File: src/rtl/lidar_motor_pkg.sv
// Shared types and default constants for the lidar spindle motor ramp controller.
package lidar_motor_pkg;

  typedef enum logic [1:0] {
    ST_IDLE  = 2'd0,
    ST_RAMP  = 2'd1,
    ST_HOLD  = 2'd2,
    ST_FAULT = 2'd3
  } state_t;

  localparam int DEF_CLK_FREQ     = 100_000_000;
  localparam int DEF_STEP_HZ      = 1_000;
  localparam int DEF_STEP         = 1;
  localparam int DEF_MIN_RUN_DUTY = 64;
  localparam int DEF_STALL_TICKS  = 500;

endpackage

File: src/rtl/tach_edge_sync.sv
// Two-flop synchroniser for the asynchronous tachometer input plus a
// rising-edge detector on the synchronised signal.
module tach_edge_sync (
  input  logic clk,
  input  logic reset,
  input  logic tach_in,
  output logic tach_edge
);

  logic tach_meta;
  logic tach_sync;
  logic tach_prev;

  // Resynchronise tach_in and keep one delayed copy for edge detection.
  always_ff @(posedge clk or posedge reset) begin
    if (reset) begin
      tach_meta <= 1'b0;
      tach_sync <= 1'b0;
      tach_prev <= 1'b0;
    end else begin
      tach_meta <= tach_in;
      tach_sync <= tach_meta;
      tach_prev <= tach_sync;
    end
  end

  assign tach_edge = tach_sync & ~tach_prev;

endmodule

File: src/rtl/motor_ramp_controller.sv
// Ramps the motor PWM duty toward a commanded target at a fixed tick rate and
// trips into FAULT when the tachometer stops pulsing while the motor should run.
module motor_ramp_controller
  import lidar_motor_pkg::*;
#(
  parameter int CLK_FREQ     = DEF_CLK_FREQ,
  parameter int STEP_HZ      = DEF_STEP_HZ,
  parameter int STEP         = DEF_STEP,
  parameter int MIN_RUN_DUTY = DEF_MIN_RUN_DUTY,
  parameter int STALL_TICKS  = DEF_STALL_TICKS
) (
  input  logic       clk,
  input  logic       reset,
  input  logic       cmd_valid,
  output logic       cmd_ready,
  input  logic [7:0] cmd_duty,
  input  logic       tach_in,
  input  logic       fault_clear,
  output logic [7:0] duty_cycle,
  output logic       motor_en,
  output logic       busy,
  output logic       at_target,
  output logic       fault
);

  localparam int TICK_DIV = CLK_FREQ / STEP_HZ;
  localparam int TICK_W   = (TICK_DIV > 1) ? $clog2(TICK_DIV) : 1;
  localparam int STALL_W  = $clog2(STALL_TICKS + 1);

  state_t             state;
  state_t             state_n;
  logic [7:0]         target;
  logic [7:0]         target_n;
  logic [7:0]         duty_n;
  logic [STALL_W-1:0] stall_cnt;
  logic [STALL_W-1:0] stall_n;
  logic [TICK_W-1:0]  tick_cnt;
  logic               tick;
  logic               tach_edge;
  logic               accept;
  logic               motor_en_n;
  logic               busy_n;
  logic               at_target_n;
  logic               fault_n;
  logic               cmd_ready_n;

  // One step of at most STEP toward tgt; lands exactly on tgt when close,
  // so the result never wraps past 0 or 255.
  function automatic logic [7:0] step_toward(input logic [7:0] cur,
                                             input logic [7:0] tgt);
    logic [8:0] gap;
    logic [7:0] res;
    res = cur;
    if (tgt > cur) begin
      gap = {1'b0, tgt} - {1'b0, cur};
      res = (gap <= 9'(STEP)) ? tgt : cur + 8'(STEP);
    end else if (tgt < cur) begin
      gap = {1'b0, cur} - {1'b0, tgt};
      res = (gap <= 9'(STEP)) ? tgt : cur - 8'(STEP);
    end
    return res;
  endfunction

  tach_edge_sync u_tach_edge_sync (
    .clk       (clk),
    .reset     (reset),
    .tach_in   (tach_in),
    .tach_edge (tach_edge)
  );

  assign tick   = (tick_cnt == TICK_W'(TICK_DIV - 1));
  assign accept = cmd_valid && cmd_ready;

  // Free-running tick divider.
  always_ff @(posedge clk or posedge reset) begin
    if (reset) begin
      tick_cnt <= '0;
    end else if (tick) begin
      tick_cnt <= '0;
    end else begin
      tick_cnt <= tick_cnt + TICK_W'(1);
    end
  end

  // Next state, next duty/target, stall supervision and next output values.
  always_comb begin
    state_n  = state;
    duty_n   = duty_cycle;
    target_n = target;
    stall_n  = stall_cnt;

    if (accept) begin
      target_n = cmd_duty;
    end

    // A tach edge takes priority over a simultaneous tick.
    if (tach_edge || (int'(duty_cycle) < MIN_RUN_DUTY)) begin
      stall_n = '0;
    end else if (tick && (stall_cnt != STALL_W'(STALL_TICKS))) begin
      stall_n = stall_cnt + STALL_W'(1);
    end

    case (state)
      ST_IDLE: begin
        duty_n = 8'd0;
        if (target != 8'd0) begin
          state_n = ST_RAMP;
        end
      end
      ST_RAMP: begin
        // Steps use the target held this cycle; a command accepted now
        // only redirects the ramp from the next cycle on.
        if (tick) begin
          duty_n = step_toward(duty_cycle, target);
        end
        if (duty_cycle == target) begin
          state_n = (target == 8'd0) ? ST_IDLE : ST_HOLD;
        end
      end
      ST_HOLD: begin
        if (target != duty_cycle) begin
          state_n = ST_RAMP;
        end
      end
      ST_FAULT: begin
        duty_n   = 8'd0;
        target_n = 8'd0;
        stall_n  = fault_clear ? '0 : stall_cnt;
        if (fault_clear) begin
          state_n = ST_IDLE;
        end
      end
      default: begin
        state_n = ST_IDLE;
        duty_n  = 8'd0;
      end
    endcase

    // Stall trip overrides everything so fault and zero duty appear together.
    if ((state != ST_FAULT) && (stall_n == STALL_W'(STALL_TICKS))) begin
      state_n  = ST_FAULT;
      duty_n   = 8'd0;
      target_n = 8'd0;
    end

    motor_en_n  = (state_n == ST_RAMP) || (state_n == ST_HOLD);
    busy_n      = (state_n == ST_RAMP);
    fault_n     = (state_n == ST_FAULT);
    cmd_ready_n = (state_n != ST_FAULT);
    at_target_n = (duty_n == target_n) && (state_n != ST_FAULT);
  end

  // State, target, duty and stall counter registers.
  always_ff @(posedge clk or posedge reset) begin
    if (reset) begin
      state      <= ST_IDLE;
      target     <= 8'd0;
      duty_cycle <= 8'd0;
      stall_cnt  <= '0;
    end else begin
      state      <= state_n;
      target     <= target_n;
      duty_cycle <= duty_n;
      stall_cnt  <= stall_n;
    end
  end

  // Registered status outputs, aligned with the state they describe.
  always_ff @(posedge clk or posedge reset) begin
    if (reset) begin
      motor_en  <= 1'b0;
      busy      <= 1'b0;
      at_target <= 1'b0;
      fault     <= 1'b0;
      cmd_ready <= 1'b0;
    end else begin
      motor_en  <= motor_en_n;
      busy      <= busy_n;
      at_target <= at_target_n;
      fault     <= fault_n;
      cmd_ready <= cmd_ready_n;
    end
  end

endmodule
File: config.mk
export PLATFORM = sky130hd
export DESIGN_NAME = motor_ramp_controller
export DESIGN_NICKNAME = d
export VERILOG_FILES = /design/src/rtl/lidar_motor_pkg.sv /design/src/rtl/tach_edge_sync.sv /design/src/rtl/motor_ramp_controller.sv
export SDC_FILE = /design/constraint.sdc
export NUM_CORES = 1
export LEC_CHECK = 0
export CAP_MARGIN = 20
export CORE_MARGIN = 8
export CORE_UTILIZATION = 55
export CTS_CLUSTER_DIAMETER = 200
export DETAILED_ROUTE_END_ITERATION = 7
export PLACE_DENSITY = 0.84
export SYNTH_ARGS = -nofsm -noshare
export SYNTH_HDL_FRONTEND = slang
export SYNTH_SLANG_ARGS = --single-unit
File: constraint.sdc
create_clock -name clk -period 4.1 [get_ports clk]
set_clock_uncertainty 0.15 [all_clocks]
set_input_delay 0.615 -clock clk [delete_from_list [all_inputs] [get_ports clk]]
set_output_delay 0.615 -clock clk [all_outputs]
set_load 0.01 [all_outputs]
# --- After elaboration in Yosys (flattened, before gate mapping) ---
# Index checks and enable logic that the tools add are counted.
totals:
  register_bits: 52
  out_inout_bits: 13
op_classes:
  n_addsub: 6
  n_lt_le_gt_ge: 5
  eq_ne: 14
  mux: 22
  bitwise_logic: 2
  n_reduce_logical: 10
ops:
  columns: ["cell", "n"]
  rows:
  - ["$mux 8", 9]
  - ["$mux 9", 4]
  - ["$le 9x1->1 const B", 2]
  - ["$sub 8x8->9", 2]
  - ["$add 17x1->17 const B", 1]
  - ["$eq 17x17->1 const B", 1]
  - ["$mux 17", 1]
  - ["$eq 8x8->1", 2]
  - ["$pmux 8 s2", 1]
  - ["$mux 2", 6]
  - ["$add 9x1->9 const B", 1]
  - ["$eq 9x9->1 const B", 1]
  - ["$ne 9x9->1 const B", 1]
  - ["$add 8x1->8 const B", 1]
  - ["$eq 2x2->1 const B", 4]
  - ["$gt 8x8->1", 1]
  - ["$logic_not 8->1", 1]
  - ["$lt 8x7->1 const B", 1]
  - ["$lt 8x8->1", 1]
  - ["$ne 8x8->1", 1]
  - ["$pmux 2 s4", 1]
  - ["$reduce_bool 8->1", 1]
  - ["$sub 8x1->8 const B", 1]
  - ["$eq 2x1->1 const B", 2]
  - ["other kinds (7)", 12]

# --- Longest topological paths before layout ---
# Gate-level depths: netlist (run 1).
depth:
  depth_word: 10
  depth_mapped: 17

# --- By module ---
# From an unflattened synthesis (run 1), not the netlist that was laid out.
hier_totals:
  hier_cells: 510
  area_unflattened_um2: 4237.8
by_module_without_submodules:
  columns: ["module", "n_inst", "cells_each", "area_per_inst_um2"]
  rows:
  - ["motor_ramp_controller", 1, 505, 4145.2]
  - ["tach_edge_sync", 1, 5, 92.6]

# --- Worst setup path after synthesis (run 1) ---
# Ideal clock, no wire load.
synth_path:
  path_type: "flip-flop to flip-flop"
  start: "register duty_cycle[5]"
  end: "register at_target"
  arrival_ns: 3.625
  path_slack_ns: 0.222
  path_stages_with_launch: 18
  n_path_buf: 3
  path_cell_list: "dfrtp_1 > clkbuf_1 > inv_1 > ha_1 > buf_2 > buf_2 > nand4_1 > nor2_1 > nand2_1 > o21ai_0 > o22ai_1 > or3_1 > ha_1 > inv_1 > o221ai_1 > a311oi_1 > nand4_1 > o41ai_2"
synth_rtl:
  columns: ["element", "line_no", "source"]
  rows:
  - ["start: declaration", "motor_ramp_controller.sv:19", "output logic [7:0] duty_cycle,"]
  - ["start signal: assignment", "motor_ramp_controller.sv:163", "duty_cycle <= duty_n;"]
  - ["$lt 8x7->1", "motor_ramp_controller.sv:97", "if (tach_edge || (int'(duty_cycle) < MIN_RUN_DUTY)) begin"]
  - ["$logic_or 1x1->1", "motor_ramp_controller.sv:97", null]
  - ["$mux 9", "motor_ramp_controller.sv:97", null]
  - ["$mux 9", "motor_ramp_controller.sv:103", "case (state)"]
  - ["$eq 9x9->1", "motor_ramp_controller.sv:140", "if ((state != ST_FAULT) && (stall_n == STALL_W'(STALL_TICKS))) begin"]
  - ["$logic_and 1x1->1", "motor_ramp_controller.sv:140", null]
  - ["$mux 2 *", "motor_ramp_controller.sv:140", null]
  - ["named net state_n[0]", "motor_ramp_controller.sv:31", "state_t state_n;"]
  - ["$ne 2x2->1 *", null, null]
  - ["named net cmd_ready_n", "motor_ramp_controller.sv:45", "logic cmd_ready_n;"]
  - ["$logic_and 1x1->1 *", "motor_ramp_controller.sv:150", "at_target_n = (duty_n == target_n) && (state_n != ST_FAULT);"]
  - ["named net at_target_n", "motor_ramp_controller.sv:43", "logic at_target_n;"]
  - ["end signal: assignment", "motor_ramp_controller.sv:179", "at_target <= at_target_n;"]
  - ["end: declaration", "motor_ramp_controller.sv:22", "output logic at_target,"]
# Mark *: on every way through the listed nets, which the timed path passes. The rest lies on a longest branch.

# --- Worst setup path in the final report (run 1) ---
layout_path:
  start: "register duty_cycle[0]"
  end: "register at_target"
layout_between:
  elab_chain_cells: 10
layout_rtl:
  columns: ["element", "line_no", "source"]
  rows:
  - ["$sub 8x8->9", "motor_ramp_controller.sv:58", "gap = {1'b0, cur} - {1'b0, tgt};"]
  - ["$le 9x1->1", "motor_ramp_controller.sv:59", "res = (gap <= 9'(STEP)) ? tgt : cur - 8'(STEP);"]
  - ["$mux 8", "motor_ramp_controller.sv:59", null]
  - ["$mux 8", "motor_ramp_controller.sv:57", "end else if (tgt < cur) begin"]
  - ["$mux 8", "motor_ramp_controller.sv:54", "if (tgt > cur) begin"]
  - ["$mux 8", "motor_ramp_controller.sv:113", "if (tick) begin"]
  - ["$pmux 8 s2", "motor_ramp_controller.sv:103", null]
  - ["$mux 8", "motor_ramp_controller.sv:140", null]
  - ["$eq 8x8->1", "motor_ramp_controller.sv:150", null]
  - ["$logic_and 1x1->1 *", "motor_ramp_controller.sv:150", null]
  - ["named net at_target_n", "motor_ramp_controller.sv:43", null]
# Marks and branches as above.

==> impl_metrics.tcl, run 1 <==
set metrics [dict create \
    design.final.nets 595 \
    first_global_vias 4213 \
    dpl.hpwl_mm 9.78 \
    clock_insertion_delay_worst_skew_ns 0.32 \
    post-route-cell-area_mm2 0.00495 \
    area_delta_synth_final_pct 16.5 \
    clockRootBuffer "sky130_fd_sc_hd__clkbuf_8" \
    die_y_um 104 \
    final.hold.worst_slack_ns 0.206 \
    period_utilization_post_route_pct 95.0 \
    finalSetupTns_ns 0 \
    timing.final.setup_violations 0 \
    cts_tree "built" \
    critical_path_peak_fanout 5 \
    ys_async_sr_fraction_pct 100 \
    post_synth.cell_area_avg_um2 8.35 \
    postCtsHoldBufs 0 \
    crit_path_start_kind "flop" \
    critical_path_required_ns 4.18 \
    placed_cells_incl_taps 651 \
    antenna-diode-count 0 \
    crit_arrival_ns 3.97 \
    clkTransAtPathRegs_ns 0.11 \
    synth_enable_flop_cells 0 \
    clock-sinks 52 \
    global_route_usage_over_all_layers_pct 23.0 \
    vdd_drop_max_mv 0.239 \
    rsz_0062_raised_after_global_routing "false" \
    upper_clock_frequency_limit_mhz 257 \
    netlist_area_mm2 0.00425 \
    worst_case_clock_buffer_depth 2 \
    cts_setup_buffers 0 \
    maximum_number_of_pins_on_one_net_before_global_route_repair 53 \
    worst_pin_slew_ns 0.868 \
    numCtsBuffers 5 \
    vias_per_instance 6.49 \
    synth_cells 509 \
    initial_utilization_pct 55.9 \
    timing.hold.worst.class "reg -> reg" \
    placed_area_mm2 0.00479 \
    routed_wire_length_per_instance_um 19.5 \
    buffer_ports.inserted 25 \
    ys.flop_type "sky130_fd_sc_hd__dfrtp_1" \
    timing.setup.critical_path_class "reg -> reg" \
    die_w_um 104 \
    die_area_mm2 0.0108 \
    drc_violations 0 \
    drt_first_iter_violations 573 \
    core.rowCount 32 \
    slew_viol_final 0 \
    synthesis_stage_register_bit_count 52 \
    antenna_found_initial 0 \
    synth.distinct_cells 73 \
    routabilityCongestion 1.02 \
    seq_area_frac_synth_pct 30.6 \
    grt_overflow 0 \
    detail_route.first_pass.iterations 6 \
    timing.max_slew.rel_slack_pct 41.7 \
    finalWirelength_mm 12.9 \
    power.leakage_nw 2.12 \
    maxCapViolations 0 \
    top_level_ports 26 \
    drt.antenna.violating_nets 0 \
    setup.worst_path.end_class "flop" \
    cts-htree-levels 2 \
    total_power_mw 1.34 \
    total_power_per_unit_cell_area_mw_per_mm2 271 \
    timing.final.hold_violations 0 \
    vias 4284 \
    grt_pass1_wl_mm 20.7 \
    final_period_minus_worst_setup_slack_ns 3.90 \
    synth_warnings 0 \
    final_cells 660 \
    run_status "finished, final reports clean" \
    share_of_final_layout_standard_cells_stronger_than_drive_strength_1_pct 12.7 \
    postSynthNetCount 547 \
    area_of_the_core_region_mm2 0.00761 \
]
[layout by cell type, fill, tap and decap left out, drive strengths merged, types with 4 or more instances in the layout]
master	count
dfrtp	52
nor2	47
nand2	43
a21oi	33
buf	33
inv	32
nand3	27
clkdlybuf4s50	25
ha	23
o21ai	23
nor3	22
xnor2	17
and3	12
mux2i	12
nand4	11
xor2	10
o31ai	7
a21o	7
nand2b	6
nor2b	6
o221ai	6
clkbuf	6
or3	6
nand3b	5
o22ai	5
o2111ai	5
a211oi	5
or2	4
o21a	4
[repair_timing]
item	CTS	global route
gates resized for setup	1	13
pin swaps	0	2
endpoints found under the setup margin	1	1
[final timing paths]
kind	start	to	slack, ns	depth (start not counted)
max	duty_cycle[0]$_DFF_PP0_	at_target$_DFF_PP0_	0.20	15
min	u_tach_edge_sync.tach_meta$_DFF_PP0_	u_tach_edge_sync.tach_sync$_DFF_PP0_	0.21	0
max reg2reg	duty_cycle[0]$_DFF_PP0_	at_target$_DFF_PP0_	0.20	15
min reg2reg	u_tach_edge_sync.tach_meta$_DFF_PP0_	u_tach_edge_sync.tach_sync$_DFF_PP0_	0.21	0
max in group asynchronous	reset	tick_cnt[3]$_DFF_PP0_	2.85	3
min in group asynchronous	reset	duty_cycle[0]$_DFF_PP0_	0.42	2
[Yosys cell counts, drive strengths merged, types with 4 or more instances]
library cell / count / area (µm²)
a211oi: 5 / 37.5
a21o: 7 / 52.6
a21oi: 33 / 176
and3: 12 / 75.1
buf: 8 / 42.5
clkbuf: 9 / 33.8
dfrtp: 52 / 1300
ha: 23 / 288
inv: 31 / 116
mux2i: 12 / 120
nand2: 43 / 164
nand2b: 6 / 37.5
nand3: 27 / 135
nand3b: 5 / 37.5
nand4: 11 / 68.8
nor2: 47 / 176
nor2b: 6 / 37.5
nor3: 22 / 115
o2111ai: 5 / 43.8
o21a: 4 / 30.0
o21ai: 23 / 115
o221ai: 6 / 52.6
o22ai: 5 / 31.3
o31ai: 7 / 52.6
or2: 4 / 25.0
or3: 6 / 42.5
xnor2: 17 / 149
xor2: 10 / 87.6
[power by group]
group	internal, mW	switching (mW)	total [mW]
Clock	0.122	0.180	0.302
Sequential	0.533	0.0271	0.560
Combinational	0.183	0.296	0.479
Total	0.839	0.503	1.34
[stage by stage]
step | utilization, % | setup WS (ns)
2_1_floorplan | - | 0.222
3_3_place_gp | 63.0 | 0.295
3_5_place_dp | 63.0 | -0.0346
4_1_cts | 64.2 | 0.0928
5_1_grt | 65.1 | 0.0122
6_report | 65.1 | 0.204
[metal layers]
layer  vias to the layer above  share of wire [%]  GRT usage, %
met3                        54                9.4          5.02
met4                         0                3.5          10.3
li1                       1974                  -             -
met5                         -                  0             0
met2                       255                 45          35.8
met1                      2001                 42          29.8
[critical path: stages (launching register included)]
cell and delay (ns):
sky130_fd_sc_hd__dfrtp_1 0.43, sky130_fd_sc_hd__inv_1 0.18, sky130_fd_sc_hd__ha_1 0.20, sky130_fd_sc_hd__inv_1 0.05
sky130_fd_sc_hd__fa_1 0.40, sky130_fd_sc_hd__nand3_1 0.17, sky130_fd_sc_hd__and2_1 0.18, sky130_fd_sc_hd__o22a_1 0.18
sky130_fd_sc_hd__and4_1 0.32, sky130_fd_sc_hd__nand3_1 0.20, sky130_fd_sc_hd__buf_4 0.21, sky130_fd_sc_hd__mux2i_1 0.12
sky130_fd_sc_hd__o221ai_1 0.35, sky130_fd_sc_hd__a221o_1 0.22, sky130_fd_sc_hd__nand4_1 0.12, sky130_fd_sc_hd__o41ai_2 0.32
[kinds of logic (layout without fill, tap and decap cells)]
| group | Yosys count | count (layout) | share of synthesized area (%) |
|---|---|---|---|
| adder cells (fa/ha/maj) | 25 | 25 | 7.71 |
| XOR/XNOR | 27 | 27 | 5.56 |
| AO/OA/AOI/OAI | 131 | 131 | 22.1 |
| buffers and inverters | 48 | 97 | 4.53 |
| AND/OR/NAND/NOR | 211 | 211 | 25.9 |
| multiplexers | 15 | 15 | 3.62 |
| flip-flops | 52 | 52 | 30.6 |
[final cells by class]
class	count	area [µm²]
multi-input cells	409	2810
clock buffers	6	72.6
well taps	102	128
flip-flops and latches	52	1300
repair buffers	58	510
clock inverters	2	13.8
inverters	31	116
fillers	625	2660
[flip-flops by register name, indices dropped and copies added, names as in the netlist]
signal                      cells
tick_cnt                       17
stall_cnt                       9
duty_cycle                      8
target                          8
state                           2
at_target                       1
busy                            1
cmd_ready                       1
fault                           1
motor_en                        1
u_tach_edge_sync.tach_meta      1
u_tach_edge_sync.tach_prev      1
u_tach_edge_sync.tach_sync      1
Power figures use the tool's default switching activity.
==> run 2, diff against run 1 <==
- CORE_MARGIN: 8 -> 1
==> impl_metrics.tcl, run 2 (synthesis gave the netlist of run 1 again) <==
set metrics [dict create \
    placed_cells_incl_taps 652 \
    maximum_number_of_pins_on_one_net_before_global_route_repair 53 \
    vias_per_instance 6.51 \
    max_stage_delay_ns 0.49 \
    clock-sinks 52 \
    power.leakage_nw 2.14 \
    drc_violations 0 \
    antenna-diode-count 0 \
    timing.final.setup_violations 0 \
    final_core_util_pct 67.6 \
    share_of_final_layout_standard_cells_stronger_than_drive_strength_1_pct 13.2 \
    numCtsBuffers 5 \
    finalWirelength_mm 12.5 \
    die_y_um 89.9 \
    period_utilization_post_route_pct 94.0 \
    globalRouteMet2Util_pct 49.0 \
    top_level_ports 26 \
    clock_insertion_delay_worst_skew_ns 0.31 \
    upper_clock_frequency_limit_mhz 259 \
    grt_busiest_layer "met2" \
    run_status "finished, final reports clean" \
    first_global_vias 4093 \
    largest_reg_flops 17 \
    final_period_minus_worst_setup_slack_ns 3.86 \
    area_delta_synth_final_pct 17.1 \
    worst_case_clock_buffer_depth 2 \
    core.rowCount 31 \
    final_cells 661 \
    timing.final.hold_violations 0 \
    timing.setup.critical_path_class "reg -> reg" \
    routabilityCongestion 0.969 \
    crit_arrival_ns 3.92 \
    global_route.usage.met1_pct 47.0 \
    drt.antenna.violating_nets 0 \
    finalSetupTns_ns 0 \
    slowest_stage "sky130_fd_sc_hd__ha_1" \
    area_of_the_core_region_mm2 0.00737 \
    vias 4304 \
    design.final.nets 599 \
    drt_first_iter_violations 490 \
    timing.max_slew.rel_slack_pct 56.7 \
    most_common_cell_after_layout_fill_and_taps_aside "sky130_fd_sc_hd__dfrtp_1" \
    cts-htree-levels 2 \
    clockRootBuffer "sky130_fd_sc_hd__clkbuf_8" \
    timing.hold.worst.class "reg -> reg" \
    cp_cell_sequence "inv_1 > ha_1 > nand3b_1 > a211oi_1 > a211o_1 > o2111ai_1 > buf_4 > o22ai_1 > o2111ai_1 > o21a_1 > o221ai_1 > nand3b_1 > o41ai_2" \
    antenna_found_initial 0 \
    clkTransAtPathRegs_ns 0.10 \
    slew_viol_final 0 \
    grt_overflow 0 \
    cts_tree "built" \
    routed_wire_length_per_instance_um 18.9 \
    total_power_per_unit_cell_area_mw_per_mm2 270 \
    crit_path_start_kind "flop" \
    die_area_mm2 0.00809 \
    die_w_um 89.9 \
    postCtsHoldBufs 0 \
    buffer_ports.inserted 25 \
    dpl.hpwl_mm 9.63 \
    setup.worst_path.end_class "flop" \
    register_with_the_most_flip_flops "tick_cnt" \
    cts_setup_buffers 0 \
    vdd_drop_max_mv 0.231 \
    detail_route.first_pass.iterations 5 \
    biggestRegsByFlops "tick_cnt x17, stall_cnt x9" \
    critical_path_peak_fanout 9 \
    mostFrequentLayoutCells "sky130_fd_sc_hd__dfrtp_1 (52), sky130_fd_sc_hd__nor2_1 (46), sky130_fd_sc_hd__nand2_1 (42), sky130_fd_sc_hd__buf_4 (36), sky130_fd_sc_hd__a21oi_1 (32)" \
    initial_utilization_pct 57.7 \
    met3_usage_pct 3.72 \
    worst_pin_slew_ns 0.633 \
    total_power_mw 1.35 \
    grt_pass1_wl_mm 20.8 \
    maxCapViolations 0 \
    global_route_usage_over_all_layers_pct 32.1 \
    critical_path_required_ns 4.16 \
]
## run 2: path summary, 6_finish.rpt
kind	from	endpoint	slack, ns	cells past startpoint
worst max-delay path	duty_cycle[2]$_DFF_PP0_	at_target$_DFF_PP0_	0.24	13
worst min-delay path	u_tach_edge_sync.tach_meta$_DFF_PP0_	u_tach_edge_sync.tach_sync$_DFF_PP0_	0.21	0
worst max register to register	duty_cycle[2]$_DFF_PP0_	at_target$_DFF_PP0_	0.24	13
worst min register to register	u_tach_edge_sync.tach_meta$_DFF_PP0_	u_tach_edge_sync.tach_sync$_DFF_PP0_	0.21	0
max in group asynchronous	reset	tick_cnt[15]$_DFF_PP0_	2.89	3
min in group asynchronous	reset	target[7]$_DFF_PP0_	0.41	2
## run 2: cell type report
| type | count | area, µm² |
|---|---|---|
| multi-input combinational | 409 | 2810 |
| fill | 592 | 2390 |
| clock buffer | 5 | 68.8 |
| clock inverter | 3 | 22.5 |
| timing repair buffer | 62 | 541 |
| tap | 99 | 124 |
| inverter | 31 | 116 |
| sequential | 52 | 1300 |
## run 2: what timing repair did
item | 4_1_cts | 5_1_grt
cloned | 0 | 0
setup endpoints to repair | 1 | 1
gates resized for setup | 1 | 12
pin swaps | 0 | 3
## run 2: per-layer routing
metal	vias to the layer above	wire, µm
met3	34	1180
li1	1978	-
met2	276	5500
met5	-	0
met1	2016	5460
met4	0	340
## run 2: critical path, delay by kind of cell (launching register included)
| kind | cells | cell delay [ns] |
|---|---|---|
| buffers and inverters | 2 | 0.34 |
| adder cells (fa/ha/maj) | 1 | 0.49 |
| flip-flops | 1 | 0.42 |
| AND/OR/NAND/NOR | 2 | 0.30 |
| AO/OA/AOI/OAI | 8 | 2.05 |
## run 2: report_power, final
| part | total, mW | leakage [nW] | internal (mW) | switching (mW) |
|---|---|---|---|---|
| logic | 0.484 | 1.42 | 0.191 | 0.293 |
| registers | 0.560 | 0.670 | 0.533 | 0.0268 |
| clock network | 0.302 | 0.0485 | 0.123 | 0.179 |
| total | 1.35 | 2.14 | 0.847 | 0.499 |
## run 2: metrics by stage
stage / hold WS, ns / area (µm²) / setup slack [ns]
final: 0.209 / 4980 / 0.245
after floorplan: 0.181 / 4250 / 0.222
after CTS: 0.211 / 4920 / 0.0577
after global placement: 0.193 / 4820 / 0.272
after global routing: 0.217 / 4980 / -0.00116
after detailed placement: 0.189 / 4820 / 0.0222
==> run 3, diff against run 2 <==
- PLACE_DENSITY: 0.84 -> 0.88
- SLEW_MARGIN: unset -> 40
==> impl_metrics.tcl, run 3 (synthesis gave the netlist of run 1 again) <==
set metrics [dict create \
    run_status "finished, final reports clean" \
    total_power_per_unit_cell_area_mw_per_mm2 271 \
    core.rowCount 31 \
    initial_utilization_pct 57.7 \
    clkTransAtPathRegs_ns 0.10 \
    register_with_the_most_flip_flops "tick_cnt" \
    cts_setup_buffers 0 \
    final_cells 656 \
    maximum_number_of_pins_on_one_net_before_global_route_repair 53 \
    placed_cells_incl_taps 648 \
    final.hold.worst_slack_ns 0.222 \
    cts_tree "built" \
    clock-sinks 52 \
    drc_violations 0 \
    vias 4304 \
    die_y_um 89.9 \
    area_delta_synth_final_pct 16.6 \
    antenna-diode-count 0 \
    crit_arrival_ns 3.98 \
    top_level_ports 26 \
    die_area_mm2 0.00809 \
    timing.final.hold_violations 0 \
    cp_cell_sequence "inv_1 > ha_1 > nand4_1 > a211oi_1 > a211o_1 > o2111a_1 > a21oi_1 > a211oi_1 > a2111oi_0 > a311oi_1 > nand4_1 > o41ai_2" \
    largest_reg_flops 17 \
    antenna_found_initial 0 \
    setup.worst_path.end_class "flop" \
    dpl.hpwl_mm 9.50 \
    worst_pin_slew_ns 0.768 \
    grt_overflow 0 \
    buffer_ports.inserted 25 \
    crit_path_start_kind "flop" \
    startpoint "duty_cycle[4]$_DFF_PP0_" \
    placed_area_mm2 0.00479 \
    reg2reg_from "duty_cycle[4]$_DFF_PP0_" \
    area_of_the_core_region_mm2 0.00737 \
    drt.antenna.violating_nets 0 \
    clockRootBuffer "sky130_fd_sc_hd__clkbuf_8" \
    design.final.nets 594 \
    routabilityCongestion 0.967 \
    worst_hold_startpoint "u_tach_edge_sync.tach_meta$_DFF_PP0_" \
    max_stage_delay_ns 0.55 \
    timing.setup.critical_path_class "reg -> reg" \
    slew_viol_final 0 \
    worst_hold_path.num_cells 0 \
    final_period_minus_worst_setup_slack_ns 3.91 \
    cts-htree-levels 2 \
    die_w_um 89.9 \
    vias_per_instance 6.56 \
    first_global_vias 4147 \
    timing.hold.worst.class "reg -> reg" \
    most_common_cell_after_layout_fill_and_taps_aside "sky130_fd_sc_hd__dfrtp_1" \
    biggestRegsByFlops "tick_cnt x17, stall_cnt x9" \
    timing.final.setup_violations 0 \
    share_of_final_layout_standard_cells_stronger_than_drive_strength_1_pct 13.1 \
    clock_insertion_delay_worst_skew_ns 0.32 \
    numCtsBuffers 5 \
    period_utilization_post_route_pct 95.4 \
    maxCapViolations 0 \
    drt_first_iter_violations 607 \
    slowest_stage "sky130_fd_sc_hd__ha_1" \
    vdd_drop_max_mv 0.175 \
    global_route_usage_over_all_layers_pct 31.9 \
    timing.max_slew.rel_slack_pct 48.4 \
    critical_path_peak_fanout 12 \
    finalSetupTns_ns 0 \
    final_core_util_pct 67.2 \
    finalWirelength_mm 12.4 \
    worst_case_clock_buffer_depth 2 \
    rsz_0062_raised_after_global_routing "false" \
    grt_pass1_wl_mm 20.7 \
    routed_wire_length_per_instance_um 18.9 \
    upper_clock_frequency_limit_mhz 256 \
    reg2reg_depth 12 \
    power.leakage_nw 2.11 \
    postCtsHoldBufs 0 \
    detail_route.first_pass.iterations 7 \
    post-route-cell-area_mm2 0.00496 \
    critical_path_required_ns 4.17 \
    mostFrequentLayoutCells "sky130_fd_sc_hd__dfrtp_1 (51), sky130_fd_sc_hd__nor2_1 (45), sky130_fd_sc_hd__nand2_1 (41), sky130_fd_sc_hd__a21oi_1 (32), sky130_fd_sc_hd__buf_4 (32)" \
]
## run 3: cell types whose count changed in the layout (fill, tap and decap cells not counted), sizes merged
cell | before | now
buf | 37 | 32
## run 3: critical path, delay by kind of cell, from the launching register on
family                   cells  cell delay (ns)
buffers and inverters        1             0.10
AO/OA/AOI/OAI                8             2.29
flip-flops                   1             0.36
AND/OR/NAND/NOR              2             0.38
adder cells (fa/ha/maj)      1             0.55
## run 3: area by class of cell
cell class                 instances  area [µm²]
multi-input combinational        409        2830
fill                             599        2410
sequential                        52        1300
timing repair buffer              57         490
tap                               99         124
inverter                          31         119
clock buffer                       5        68.8
clock inverter                     3        22.5
## run 3: per-layer routing
layer,vias to the layer above,track usage (%),routed length (µm)
met5,-,0,0
met4,0,11.7,349
met3,35,4.74,1180
met2,256,50.8,5650
met1,2042,44.1,5230
li1,1971,-,-
## run 3: power breakdown
| group | internal, mW | switching [mW] |
|---|---|---|
| registers | 0.533 | 0.0228 |
| logic | 0.185 | 0.292 |
| clock network | 0.123 | 0.187 |
| total | 0.841 | 0.502 |
## run 3: final timing paths
check,end,slack [ns]
setup / recovery,at_target$_DFF_PP0_,0.19
max in group asynchronous,tick_cnt[9]$_DFF_PP0_,2.74
setup reg to reg,at_target$_DFF_PP0_,0.19
min in group asynchronous,target[7]$_DFF_PP0_,0.58
hold reg to reg,u_tach_edge_sync.tach_sync$_DFF_PP0_,0.22
hold / removal,u_tach_edge_sync.tach_sync$_DFF_PP0_,0.22
## run 3: timing repair
action                     CTS  global route
gates cloned                 0             0
pin swaps                    0             3
gates resized for setup      5            11
setup endpoints to repair    1             1
## run 3: metrics by stage
step,power [mW],setup slack [ns]
2_1_floorplan,0.872,0.222
3_3_place_gp,1.02,0.303
3_5_place_dp,1.02,-0.215
4_1_cts,1.33,0.0244
5_1_grt,1.41,0.00402
6_report,1.34,0.187
==> patch (config.mk and constraints of run 1) <==
Re-encode `state_t` (4 states) as Gray code, 2 bits wide.
--- a/src/rtl/lidar_motor_pkg.sv
+++ b/src/rtl/lidar_motor_pkg.sv
@@ -2,10 +2,10 @@
 package lidar_motor_pkg;
 
   typedef enum logic [1:0] {
-    ST_IDLE  = 2'd0,
-    ST_RAMP  = 2'd1,
-    ST_HOLD  = 2'd2,
-    ST_FAULT = 2'd3
+    ST_IDLE  = 2'b00,
+    ST_RAMP  = 2'b01,
+    ST_HOLD  = 2'b11,
+    ST_FAULT = 2'b10
   } state_t;
 
   localparam int DEF_CLK_FREQ     = 100_000_000;
Function: same outputs for any inputs over 10 cycles, from zero or initial values and one cycle with reset high; not proved beyond that.
==> patch against run 1 <==
Sequential cell count shrank 1. Area after synthesis decreased by 0.91%. Non-clock buffer count grew 6. Cell count is 1.2% lower. Setup slack worse by 0.072 ns. Wire length fell by 2.8%. Final area rose by 0.63%. Count of clock-buffer cells in the layout down 1. Global-route usage is 0.62 points lower. Power fell by 15%. First-iteration DRC count is 36% lower. Combinational power down 35%. Critical path type unchanged.
==> patch: results <==
[power]
share_clk_of_total_power_pct = 27.0
power.sequential.fraction_pct = 45.8
power.density_nw_per_um2 = 229
leakagePower_nw = 2.14
intPower_mw = 0.760
vdd_drop_max_mv = 0.181

[global_route]
first_global_vias = 4036
grt_pass1_wl_um = 20100
grt_antenna_before_repair = 0
global_route.usage.met1_pct = 27.7
global_route.usage.met3_pct = 2.60
gr-usage-all-layers_pct = 22.3
grt_max_degree = 52
met2_use_gr_pct = 38.3
globalRoute.busiestLayer = "met2"

[placement]
dpl.cell_count = 638
dpl.hpwl_um = 9490
place_congestion = 0.969
numPortBuffers = 25
placed_area_um2 = 4720
preCtsSetupSlack_ns = 0.0341

[logic_synthesis]
post_synth_num_cell_types = 78
post_synthesis_compound_gate_area_fraction_pct = 21.8
synth_area_leaders = "dfrtp_1 30%, ha_1 6.2%, nor2_1 4.3%"
share_of_synthesized_area_spent_on_multiplexers_pct = 3.65
yosys-top-cells-count = "51 x dfrtp_1, 48 x nor2_1, 39 x nand2_1"
synth.net_count = 535
synth_xor_xnor_area_share_pct = 5.61
synth_async_sr_flop_share_pct = 100
yosys.area_share.adder_pct = 7.19
synthCells = 499
seq_area_frac_synth_pct = 30.3

[route]
initial_detailed_routing_violation_count = 365
routedWlPerCell_um = 19.2
vias_per_cell = 6.40
met2_length_um = 6120
detailedRoute.firstPassIterationCount = 5
route.met3.wl_um = 857
m1WireLength_um = 5030

[worst_hold_path]
hold_class = "reg2reg"
hold_path.startpoint = "u_tach_edge_sync.tach_meta$_DFF_PP0_"
whs_endpoint = "u_tach_edge_sync.tach_sync$_DFF_PP0_"
worst_hold_path.num_cells = 0

[critical_path]
r2r.worst_path.cells = 14
setup.worst_path.class = "reg2reg"
reg2reg_capture_point = "at_target$_DFF_PP0_"
timing.critical_path.arrival_ns = 4.04
critical_path.max_fanout = 7

[timing]
timing_worst_slew_pin_value_ns = 0.781
final.setup.worst_slack_ns = 0.132
fin_hold_ws_ns = 0.212

[layout]
post_layout_nonfiller_instances = 652
final.fill_count = 606
biggestRegsByFlops = "tick_cnt (17), stall_cnt (9)"
nNetsFinal = 585
drive_gt1_share_pct = 16.9

[status]
run_status = "finished clean"

[clock_network]
cts_max_level = 2
worstSkewPairLatency_ns = 0.31
clock_tree.root_cell = "clkbuf_8"
patch: critical path, cell delays in order (launching register included):
cell	delay, ns
dfrtp_1	0.40
inv_2	0.08
ha_4	0.14
inv_2	0.04
fa_2	0.37
a21o_1	0.21
a21oi_2	0.16
mux2_4	0.34
or4_4	0.57
o211ai_1	0.22
o31ai_2	0.10
a311oi_2	0.28
o221ai_1	0.16
or4_4	0.54
nor4_4	0.13
patch: final cells by class:
class | instances | area (µm²) | area share (%)
sequential | 51 | 1280 | 25.6
timing repair buffer | 64 | 556 | 11.2
clock buffer | 5 | 68.8 | 1.38
multi-input combinational | 398 | 2820 | 56.6
clock inverter | 3 | 27.5 | 0.552
tap | 102 | 128 | 2.56
inverter | 29 | 109 | 2.18
patch: what timing repair did:
action                     in CTS  in global routing
hold endpoints to repair        0                  0
setup buffers                   0                  5
resized for setup               0                 25
setup endpoints to repair       0                  1
